File: src/rtl/uart_frame_decoder_if.sv
// Byte stream from the UART receiver into the tank-state frame decoder.
//   rx_data : received byte, valid while rx_done is high
//   rx_done : one-cycle strobe per received byte
// master = UART receiver side (drives the byte), slave = decoder side.
interface uart_frame_decoder_if;
  logic [7:0] rx_data;
  logic       rx_done;

  modport master (output rx_data, rx_done);
  modport slave  (input  rx_data, rx_done);
endinterface

File: src/rtl/uart_frame_decoder.sv
// Receive-side decoder for the tank-state UART link.
// Hunts for a run of SYNC_COUNT x SYNC_BYTE, collects the 10-byte payload
// (XL XH YL YH BXL BXH BYL BYH HP FLAGS) into a shadow copy, validates it
// byte by byte and commits it to the enemy-tank outputs in a single cycle.
// Malformed bytes and inter-byte stalls longer than TIMEOUT abandon the frame.
// Ports:
//   clk, rst             : clock, asynchronous active-low reset
//   rx                   : byte stream from the UART receiver (slave side)
//   xpos/ypos_enemy      : enemy tank position
//   x/ypos_bullet_enemy  : enemy bullet position
//   HP_our_state         : our HP as seen by the peer
//   direction_enemy, tank_enemy_hit, obstacle_hit_enemy, direction_tank_enemy
//                        : FLAGS byte fields
//   frame_valid          : one-cycle pulse when a frame is committed
//   frame_err_cnt        : saturating count of rejected frames
module uart_frame_decoder #(
  parameter logic [7:0] SYNC_BYTE  = 8'hFF,
  parameter int         SYNC_COUNT = 4,      // must be >= 2
  parameter int         TIMEOUT    = 40000
) (
  input  logic                 clk,
  input  logic                 rst,
  uart_frame_decoder_if.slave  rx,
  output logic [9:0]           xpos_enemy,
  output logic [9:0]           ypos_enemy,
  output logic [9:0]           xpos_bullet_enemy,
  output logic [9:0]           ypos_bullet_enemy,
  output logic [7:0]           HP_our_state,
  output logic [2:0]           direction_enemy,
  output logic                 tank_enemy_hit,
  output logic                 obstacle_hit_enemy,
  output logic [1:0]           direction_tank_enemy,
  output logic                 frame_valid,
  output logic [7:0]           frame_err_cnt
);

  localparam int TW = $clog2(TIMEOUT + 1);
  localparam int CW = $clog2(SYNC_COUNT + 1);

  typedef enum logic [1:0] {HUNT, SYNC, DATA, COMMIT} state_t;

  // Only the bits that reach the outputs are kept; the rest of each byte
  // is either checked on arrival (H bytes, FLAGS bit7) or unused.
  typedef struct packed {
    logic [9:0] x;
    logic [9:0] y;
    logic [9:0] bx;
    logic [9:0] by;
    logic [7:0] hp;
    logic [6:0] flags;
  } payload_t;

  state_t          state;
  logic [CW-1:0]   sync_cnt;
  logic [3:0]      idx;
  logic [TW-1:0]   timer;
  payload_t        shadow;

  logic is_sync;
  logic byte_ok;
  logic timed_out;

  // NOTE: every signal written here gets a value before any branch, so no
  // path leaves it unassigned and no latch is inferred.
  always_comb begin
    is_sync   = (rx.rx_data == SYNC_BYTE);
    // A byte arriving on the last allowed cycle wins over the timeout.
    timed_out = !rx.rx_done && (timer == TW'(TIMEOUT));
    byte_ok   = 1'b1;
    case (idx)
      4'd1, 4'd3, 4'd5, 4'd7: byte_ok = (rx.rx_data <= 8'h03);
      4'd9:                   byte_ok = !rx.rx_data[7];
      default:                byte_ok = 1'b1;
    endcase
  end

  // NOTE: the shadow copy has no reset. It only reaches the outputs after
  // all ten bytes of a fresh frame have overwritten it, so stale contents
  // can never leak out.
  always_ff @(posedge clk) begin
    if (state == DATA && rx.rx_done) begin
      case (idx)
        4'd0:    shadow.x[7:0]  <= rx.rx_data;
        4'd1:    shadow.x[9:8]  <= rx.rx_data[1:0];
        4'd2:    shadow.y[7:0]  <= rx.rx_data;
        4'd3:    shadow.y[9:8]  <= rx.rx_data[1:0];
        4'd4:    shadow.bx[7:0] <= rx.rx_data;
        4'd5:    shadow.bx[9:8] <= rx.rx_data[1:0];
        4'd6:    shadow.by[7:0] <= rx.rx_data;
        4'd7:    shadow.by[9:8] <= rx.rx_data[1:0];
        4'd8:    shadow.hp      <= rx.rx_data;
        4'd9:    shadow.flags   <= rx.rx_data[6:0];
        default: ;
      endcase
    end
  end

  function automatic logic [7:0] sat_inc(input logic [7:0] v);
    return (v == 8'hFF) ? v : v + 8'd1;
  endfunction

  // NOTE: state registers use non-blocking assignments so every register
  // samples the pre-edge values, independent of statement order.
  always_ff @(posedge clk or negedge rst) begin
    if (!rst) begin
      state                <= HUNT;
      sync_cnt             <= '0;
      idx                  <= '0;
      timer                <= '0;
      xpos_enemy           <= '0;
      ypos_enemy           <= '0;
      xpos_bullet_enemy    <= '0;
      ypos_bullet_enemy    <= '0;
      HP_our_state         <= '0;
      direction_enemy      <= '0;
      tank_enemy_hit       <= 1'b0;
      obstacle_hit_enemy   <= 1'b0;
      direction_tank_enemy <= '0;
      frame_valid          <= 1'b0;
      frame_err_cnt        <= '0;
    end else begin
      frame_valid <= 1'b0;

      // Timer measures the gap since the last byte while a frame is open.
      if (rx.rx_done || state == HUNT || state == COMMIT || timed_out)
        timer <= '0;
      else
        timer <= timer + 1'b1;

      case (state)
        HUNT, COMMIT: begin
          if (state == COMMIT) begin
            xpos_enemy           <= shadow.x;
            ypos_enemy           <= shadow.y;
            xpos_bullet_enemy    <= shadow.bx;
            ypos_bullet_enemy    <= shadow.by;
            HP_our_state         <= shadow.hp;
            obstacle_hit_enemy   <= shadow.flags[6];
            direction_tank_enemy <= shadow.flags[5:4];
            direction_enemy      <= shadow.flags[3:1];
            tank_enemy_hit       <= shadow.flags[0];
            frame_valid          <= 1'b1;
          end
          // The commit cycle also listens for the next preamble, so a
          // back-to-back frame is not lost.
          state <= HUNT;
          if (rx.rx_done && is_sync) begin
            state    <= SYNC;
            sync_cnt <= CW'(1);
          end
        end

        SYNC: begin
          if (rx.rx_done) begin
            if (!is_sync) begin
              state    <= HUNT;
              sync_cnt <= '0;
            end else if (sync_cnt == CW'(SYNC_COUNT - 1)) begin
              state    <= DATA;
              idx      <= '0;
              sync_cnt <= '0;
            end else begin
              sync_cnt <= sync_cnt + 1'b1;
            end
          end else if (timed_out) begin
            state    <= HUNT;
            sync_cnt <= '0;
          end
        end

        DATA: begin
          if (rx.rx_done) begin
            if (!byte_ok) begin
              frame_err_cnt <= sat_inc(frame_err_cnt);
              // A rejected SYNC_BYTE may be the start of the next preamble.
              if (is_sync) begin
                state    <= SYNC;
                sync_cnt <= CW'(1);
              end else begin
                state <= HUNT;
              end
            end else if (idx == 4'd9) begin
              state <= COMMIT;
            end else begin
              idx <= idx + 1'b1;
            end
          end else if (timed_out) begin
            state         <= HUNT;
            frame_err_cnt <= sat_inc(frame_err_cnt);
          end
        end

        default: state <= HUNT;
      endcase
    end
  end

endmodule

File: src/flat_wrapper.sv
// flat-port wrapper written by rule: the top's interface ports become plain ports
module uart_frame_decoder_flat 
#(
  parameter logic [7:0] SYNC_BYTE  = 8'hFF,
  parameter int         SYNC_COUNT = 4,                     
  parameter int         TIMEOUT    = 40000
)
  (clk, rst, xpos_enemy, ypos_enemy, xpos_bullet_enemy, ypos_bullet_enemy, HP_our_state, direction_enemy, tank_enemy_hit, obstacle_hit_enemy, direction_tank_enemy, frame_valid, frame_err_cnt, rx_rx_data, rx_rx_done);
  uart_frame_decoder_if rx_i ();
  input  logic clk;
  input  logic rst;
  output logic [9:0] xpos_enemy;
  output logic [9:0] ypos_enemy;
  output logic [9:0] xpos_bullet_enemy;
  output logic [9:0] ypos_bullet_enemy;
  output logic [7:0] HP_our_state;
  output logic [2:0] direction_enemy;
  output logic tank_enemy_hit;
  output logic obstacle_hit_enemy;
  output logic [1:0] direction_tank_enemy;
  output logic frame_valid;
  output logic [7:0] frame_err_cnt;
  input wire logic [$bits(rx_i.rx_data)-1:0] rx_rx_data;
  input wire logic [$bits(rx_i.rx_done)-1:0] rx_rx_done;
  assign rx_i.rx_data = rx_rx_data;
  assign rx_i.rx_done = rx_rx_done;
  uart_frame_decoder #(.SYNC_BYTE(SYNC_BYTE), .SYNC_COUNT(SYNC_COUNT), .TIMEOUT(TIMEOUT)) u_core (.clk(clk), .rst(rst), .rx(rx_i), .xpos_enemy(xpos_enemy), .ypos_enemy(ypos_enemy), .xpos_bullet_enemy(xpos_bullet_enemy), .ypos_bullet_enemy(ypos_bullet_enemy), .HP_our_state(HP_our_state), .direction_enemy(direction_enemy), .tank_enemy_hit(tank_enemy_hit), .obstacle_hit_enemy(obstacle_hit_enemy), .direction_tank_enemy(direction_tank_enemy), .frame_valid(frame_valid), .frame_err_cnt(frame_err_cnt));
endmodule
File: config.mk
export PLATFORM = sky130hd
export DESIGN_NAME = uart_frame_decoder_flat
export DESIGN_NICKNAME = d
export VERILOG_FILES = /design/src/rtl/uart_frame_decoder_if.sv /design/src/rtl/uart_frame_decoder.sv /design/src/flat_wrapper.sv
export SDC_FILE = /design/constraint.sdc
export NUM_CORES = 1
export LEC_CHECK = 0
export ABC_AREA = 1
export BUFFER_PORTS_ARGS = -buffer_cell sky130_fd_sc_hd__buf_4
export CAP_MARGIN = 25
export CORE_ASPECT_RATIO = 0.7
export CORE_MARGIN = 4
export CORE_UTILIZATION = 25
export DETAILED_ROUTE_END_ITERATION = 10
export PLACE_DENSITY = 0.52
export SLEW_MARGIN = 20
export SYNTH_ARGS = -nofsm -noshare
export SYNTH_HDL_FRONTEND = slang
export SYNTH_SLANG_ARGS = --single-unit
File: constraint.sdc
create_clock -name clk -period 2.17 [get_ports clk]
set_input_delay 0.3255 -clock clk [delete_from_list [all_inputs] [get_ports clk]]
set_output_delay 0.3255 -clock clk [all_outputs]
set_load 0.02 [all_outputs]
# After elaboration in Yosys (flattened, before gate mapping)
# Index checks and enable logic that the tools add are counted.
# Widths: inputs -> output; s select.
[word_totals] regBits=144 output_inout_bits=64 elab_cells=122
[classes] n_addsub=4 magnitude_cmp=1 eq_ne=29 mux=34 n_reduce_logical=29
[ops] op="$mux 8" count=4
[ops] op="$mux 3" count=8
[ops] op="$mux 4" count=6
[ops] op="$reduce_and 2->1" count=12
[ops] op="$add 16x1->16 const B" count=1
[ops] op="$eq 16x16->1 const B" count=1
[ops] op="$eq 4x3->1 const B" count=4
[ops] op="$eq 8x8->1 const B" count=2
[ops] op="$mux 16" count=1
[ops] op="$mux 2" count=7
[ops] op="$ne 2x1->1 const B" count=5
[ops] op="$ne 2x2->1 const B" count=5
[ops] op="$pmux 3 s3" count=1
[ops] op="$add 8x1->8 const B" count=1
[ops] op="$eq 4x2->1 const B" count=2
[ops] op="$eq 4x4->1 const B" count=2
[ops] op="$le 8x2->1 const B" count=1
[ops] op="$ne 4x4->1 const B" count=2
[ops] op="$pmux 4 s2" count=1
[ops] op="$reduce_and 7->1" count=1
[ops] op="$pmux 2 s3" count=1
[ops] op="$reduce_and 5->1" count=1
[ops] op="$add 4x1->4 const B" count=1
[ops] op="$eq 2x2->1 const B" count=2
[ops] op="other kinds (16)" count=25

# Logic depth before layout (Yosys ltp)
[logic_depth] ltp_word=6 depth_mapped=11 depth_no_buf=11

# Least setup slack after synthesis
# No wires, ideal clock.
[synth_timing] kind="register to register" startpoint="register u_core.state[0]" endpoint="register u_core.shadow[10] (netlist bit), enable pin" setup_ps=383 arrival_ps=1574 t_required_ps=1787 path_slack_ps=213 stages_incl_launch_ff=7 n_path_buf=0 synth_period_minus_slack_ps=1957 cell_sequence="dfrtp_1 > inv_1 > ha_1 > nand2_1 > inv_1 > nand2_1 > nor3_1"
[synth_between] elab_chain_cells=3
[synth_rtl] element="start: declaration" line_no="uart_frame_decoder.sv:53" text="state_t state;"
[synth_rtl] element="start signal: assignment" line_no="uart_frame_decoder.sv:106" text="state <= HUNT;"
[synth_rtl] element="start signal: assignment" line_no="uart_frame_decoder.sv:146" text="state <= HUNT;"
[synth_rtl] element="start signal: assignment" line_no="uart_frame_decoder.sv:148" text="state <= SYNC;"
[synth_rtl] element="$eq 2x2->1" line_no="uart_frame_decoder.sv:81" text="if (state == DATA && rx.rx_done) begin"
[synth_rtl] element="$logic_and 1x1->1" line_no="uart_frame_decoder.sv:81"
[synth_rtl] element="$reduce_and 2->1 (no line)"
[synth_rtl] element="end: declaration" line_no="uart_frame_decoder.sv:57" text="payload_t shadow;"
# No other way between the ends.
# A chain may end at the register's enable or synchronous reset.

# Worst setup path in the final report
[layout_timing] startpoint="register u_core.idx[1]" endpoint="register u_core.frame_err_cnt[6]"
[layout_between] elab_chain_cells=5 word_cells_on_any_way=9 cone_classes="eq/ne: 6; mux: 1; reduce/logical: 2"
[layout_rtl] element="start: declaration" line_no="uart_frame_decoder.sv:55" text="logic [3:0] idx;"
[layout_rtl] element="start signal: assignment" line_no="uart_frame_decoder.sv:185" text="idx <= idx + 1'b1;"
[layout_rtl] element="$eq 4x1->1, or another cell as far along" line_no="uart_frame_decoder.sv:70" text="case (idx)"
[layout_rtl] element="$reduce_or 4->1" line_no="uart_frame_decoder.sv:70"
[layout_rtl] element="$pmux 1 s2 (*)" line_no="uart_frame_decoder.sv:70"
[layout_rtl] element="$ne 2x2->1 (no line) (*)"
[layout_rtl] element="$reduce_and 3->1 (no line) (*)"
[layout_rtl] element="end signal: assignment" line_no="uart_frame_decoder.sv:174" text="frame_err_cnt <= sat_inc(frame_err_cnt);"
[layout_rtl] element="end signal: assignment" line_no="uart_frame_decoder.sv:189" text="frame_err_cnt <= sat_inc(frame_err_cnt);"
[layout_rtl] element="end: declaration" line_no="uart_frame_decoder.sv:34" text="output logic [7:0] frame_err_cnt"
# Mark *: on every way between the ends. The rest lies on a longest branch, timed or not.

==> results.sh <==
export IMPL_status="finished clean"
export IMPL_setup_viol=0
export IMPL_drt_wirelength_per_cell_um=15.3
export IMPL_synth_edff_count=55
export IMPL_r2r_start="u_core.idx[1]"
export IMPL_cpMaxStageDelayCell="dfrtp_1"
export IMPL_finalClockSkew_ns=0.0173
export IMPL_cts_resized=0
export IMPL_grt_pass1_wl_um=21900
export IMPL_whs_endpoint="u_core.shadow[19]"
export IMPL_max_freq_ghz=0.541
export IMPL_min_delay_start="rx_rx_data[4]"
export IMPL_cts_setup_buffers=0
export IMPL_cp_required_ns=2.47
export IMPL_max_stage_delay_ns=0.42
export IMPL_reg2regPathDepth=9
export IMPL_startpoint_type="flop"
export IMPL_dieArea_mm2=0.0261
export IMPL_stdcell_count=900
export IMPL_crit_path_end_kind="flop"
export IMPL_drt_iter0_markers=196
export IMPL_die_h_um=136
export IMPL_portBuffers=74
export IMPL_holdBufCountCts=1
export IMPL_min_path_cells=1
export IMPL_wl_um=13800
export IMPL_path_class="flop to flop"
export IMPL_layout_commonest_cell="dfrtp_1"
export IMPL_finalPower_mw=6.61
export IMPL_synth_area_leaders="dfrtp_1, edfxtp_1, mux2_2"
export IMPL_fin_crit_ns=1.85
export IMPL_areaGrowthSynthToFinish_pct=27.6
export IMPL_r2r_slack_ns=0.32
export IMPL_initial_utilization_pct=25.7
export IMPL_fin_tns_setup_ns=0
export IMPL_final_nets=598
export IMPL_max_cap_viol_count=0
export IMPL_clock_latency_ns=0.42
export IMPL_p_per_area_mw_per_mm2=882
export IMPL_clock_sinks=144
export IMPL_worstPathArrival_ns=2.14
export IMPL_gp_congestion=0.818
export IMPL_diodes=0
export IMPL_relSlewSlack_pct=63.0
export IMPL_core_rowCount=46
export IMPL_netlist_instances=478
export IMPL_synth_warnings=0
export IMPL_tritoncts="done"
export IMPL_fill_cells=2281
export IMPL_synth_top_cell_area_share_pct=37.9
export IMPL_critical_path_top_delay_family="simple AND/OR/NAND/NOR gates"
export IMPL_slew_viol_final=0
export IMPL_cts_buffer_depth=2
export IMPL_cts_reportedPaths_clkPinSlew_ns=0.06
export IMPL_ys_seq_area_share_pct=66.0
export IMPL_dp_hpwl_um=9760
export IMPL_worst_pin_slew_ns=0.549
export IMPL_htree_levels=4
export IMPL_crit_top_cell="nand2_1"
export IMPL_postRouteAntennaNets=0
export IMPL_num_vias=3824
export IMPL_overflow=0
export IMPL_pin_count=75
export IMPL_timing_critical_path_buf_inv=1
export IMPL_rr_endpoint="u_core.frame_err_cnt[6]"
export IMPL_synth_avg_cell_area_um2=12.3
export IMPL_numCtsBuffers=17
export IMPL_design_core_area_mm2=0.0228
export IMPL_layout_drive_gt1_share_pct=31.5
export IMPL_track_usage_pct=11.0
export IMPL_power_leakage_nw=3.31
export IMPL_yosysUniqueCellTypes=34
export IMPL_irDropWorstVdd_mv=0.521
export IMPL_syn_num_nets=501
export IMPL_die_w_um=191
export IMPL_first_global_vias=3917
export IMPL_hold_path_class="input pin to flop"
export IMPL_yosys_register_bits=144
export IMPL_dp_cells=867
export IMPL_ys_async_sr_fraction_pct=61.8
export IMPL_ys_flop_type="dfrtp_1"
export IMPL_worstPathMaxFanout=9
export IMPL_first_pass_iters=5
export IMPL_finalCritPeriodShare_pct=85.1
export IMPL_rsz0062_at_grt="false"
export IMPL_grt_max_degree=46
export IMPL_hold_viol=0
export IMPL_drc=0
export IMPL_syn_area_mm2=0.00587
export IMPL_synth_top_area_cell="dfrtp_1"
export IMPL_path_cells="inv_1 > ha_1 > nand3_2 > a21oi_1 > nand2_1 > nand2_2 > nand2_4 > nand2_1 > nand2_1"
export IMPL_root_buffer="clkbuf_16"
export IMPL_antenna_found_initial=0
export IMPL_final_cell_mix="dfrtp_1, buf_4, nand2_1, mux2_2, edfxtp_1"
export IMPL_viasPerCell=4.25
-- routing by layer --
layer | share of wire [%] | vias up | global-route usage, %
met2 | 44 | 82 | 16.0
li1 | - | 1823 | -
met1 | 50 | 1912 | 15.6
met5 | 0 | - | 0
met4 | 0.59 | 0 | 4.07
met3 | 4.9 | 7 | 3.05
-- worst register-to-register path: stages (launching register included) --
cell and delay, ns:
dfrtp_1 0.42, inv_1 0.12, ha_1 0.22, nand3_2 0.14
a21oi_1 0.20, nand2_1 0.15, nand2_2 0.22, nand2_4 0.12
nand2_1 0.09, nand2_1 0.05
-- state kept, by name, summed over array words and instances (netlist names), 2 cells and up --
register / count
u_core.state: 2
u_core.sync_cnt: 3
u_core.xpos_bullet_enemy: 10
u_core.timer: 16
u_core.direction_enemy: 3
u_core.ypos_bullet_enemy: 10
u_core.frame_err_cnt: 8
u_core.HP_our_state: 8
u_core.direction_tank_enemy: 2
u_core.shadow: 55
u_core.xpos_enemy: 10
u_core.idx: 4
u_core.ypos_enemy: 10
-- cell usage after synthesis (2+ instances only) --
cell,count
a21oi_1,11
nor4_1,3
o21ai_0,12
ha_1,12
buf_2,6
xor2_1,4
xnor2_1,3
inv_2,3
nor2_1,36
nand4_1,9
nor2_2,3
dfrtp_1,89
nand2_1,80
edfxtp_1,55
nand3_1,27
mux2_2,55
inv_1,39
nand2_2,2
nor3_1,14
-- per-stage QoR --
step	setup slack [ns]	hold WS, ns	instance area, µm²	util, %
floorplan	0.213	0.0299	5870	-
global placement	0.411	0.244	6880	30.1
detailed placement	0.346	0.245	6880	30.1
CTS	0.335	0.143	7500	32.8
global route	0.102	0.146	7500	32.8
finish	0.323	0.171	7500	32.8
-- worst max-delay path by stage --
stage / from / to / slack [ns] / cells after the start
finish: u_core.idx[1] / u_core.frame_err_cnt[6] / 0.32 / 9
detailed placement: u_core.idx[1] / u_core.frame_err_cnt[2] / 0.35 / 9
global placement: u_core.idx[1] / u_core.frame_err_cnt[1] / 0.41 / 9
CTS: u_core.idx[1] / u_core.frame_err_cnt[4] / 0.33 / 9
global route: u_core.idx[1] / u_core.idx[0] / 0.10 / 10
floorplan: u_core.state[0] / u_core.shadow[10] / 0.21 / 6
-- final cells by class --
cell class,count,area (µm²),area share (%)
Sequential cell,144,3880,51.7
Clock inverter,10,123,1.64
Clock buffer,22,485,6.47
Multi-Input combinational cell,282,1790,23.9
Tap cell,312,390,5.21
Inverter,43,164,2.19
Timing Repair Buffer,87,668,8.91
-- where the power goes --
group          switching [mW]  total [mW]  internal [mW]
combinational           0.359       0.610          0.251
clock                    1.14        2.98           1.84
sequential             0.0851        3.02           2.94
total                    1.58        6.61           5.03
-- cell families after synthesis --
group           Yosys count  synth area share [%]
fa+ha+maj                12                  2.56
xor+xnor                  7                  1.04
compound gates           28                  2.68
mux                      55                  10.5
flops                   144                  66.0
buf+inv                  52                  3.56
simple gates            180                  13.6
(Power assumes the default switching activity.)
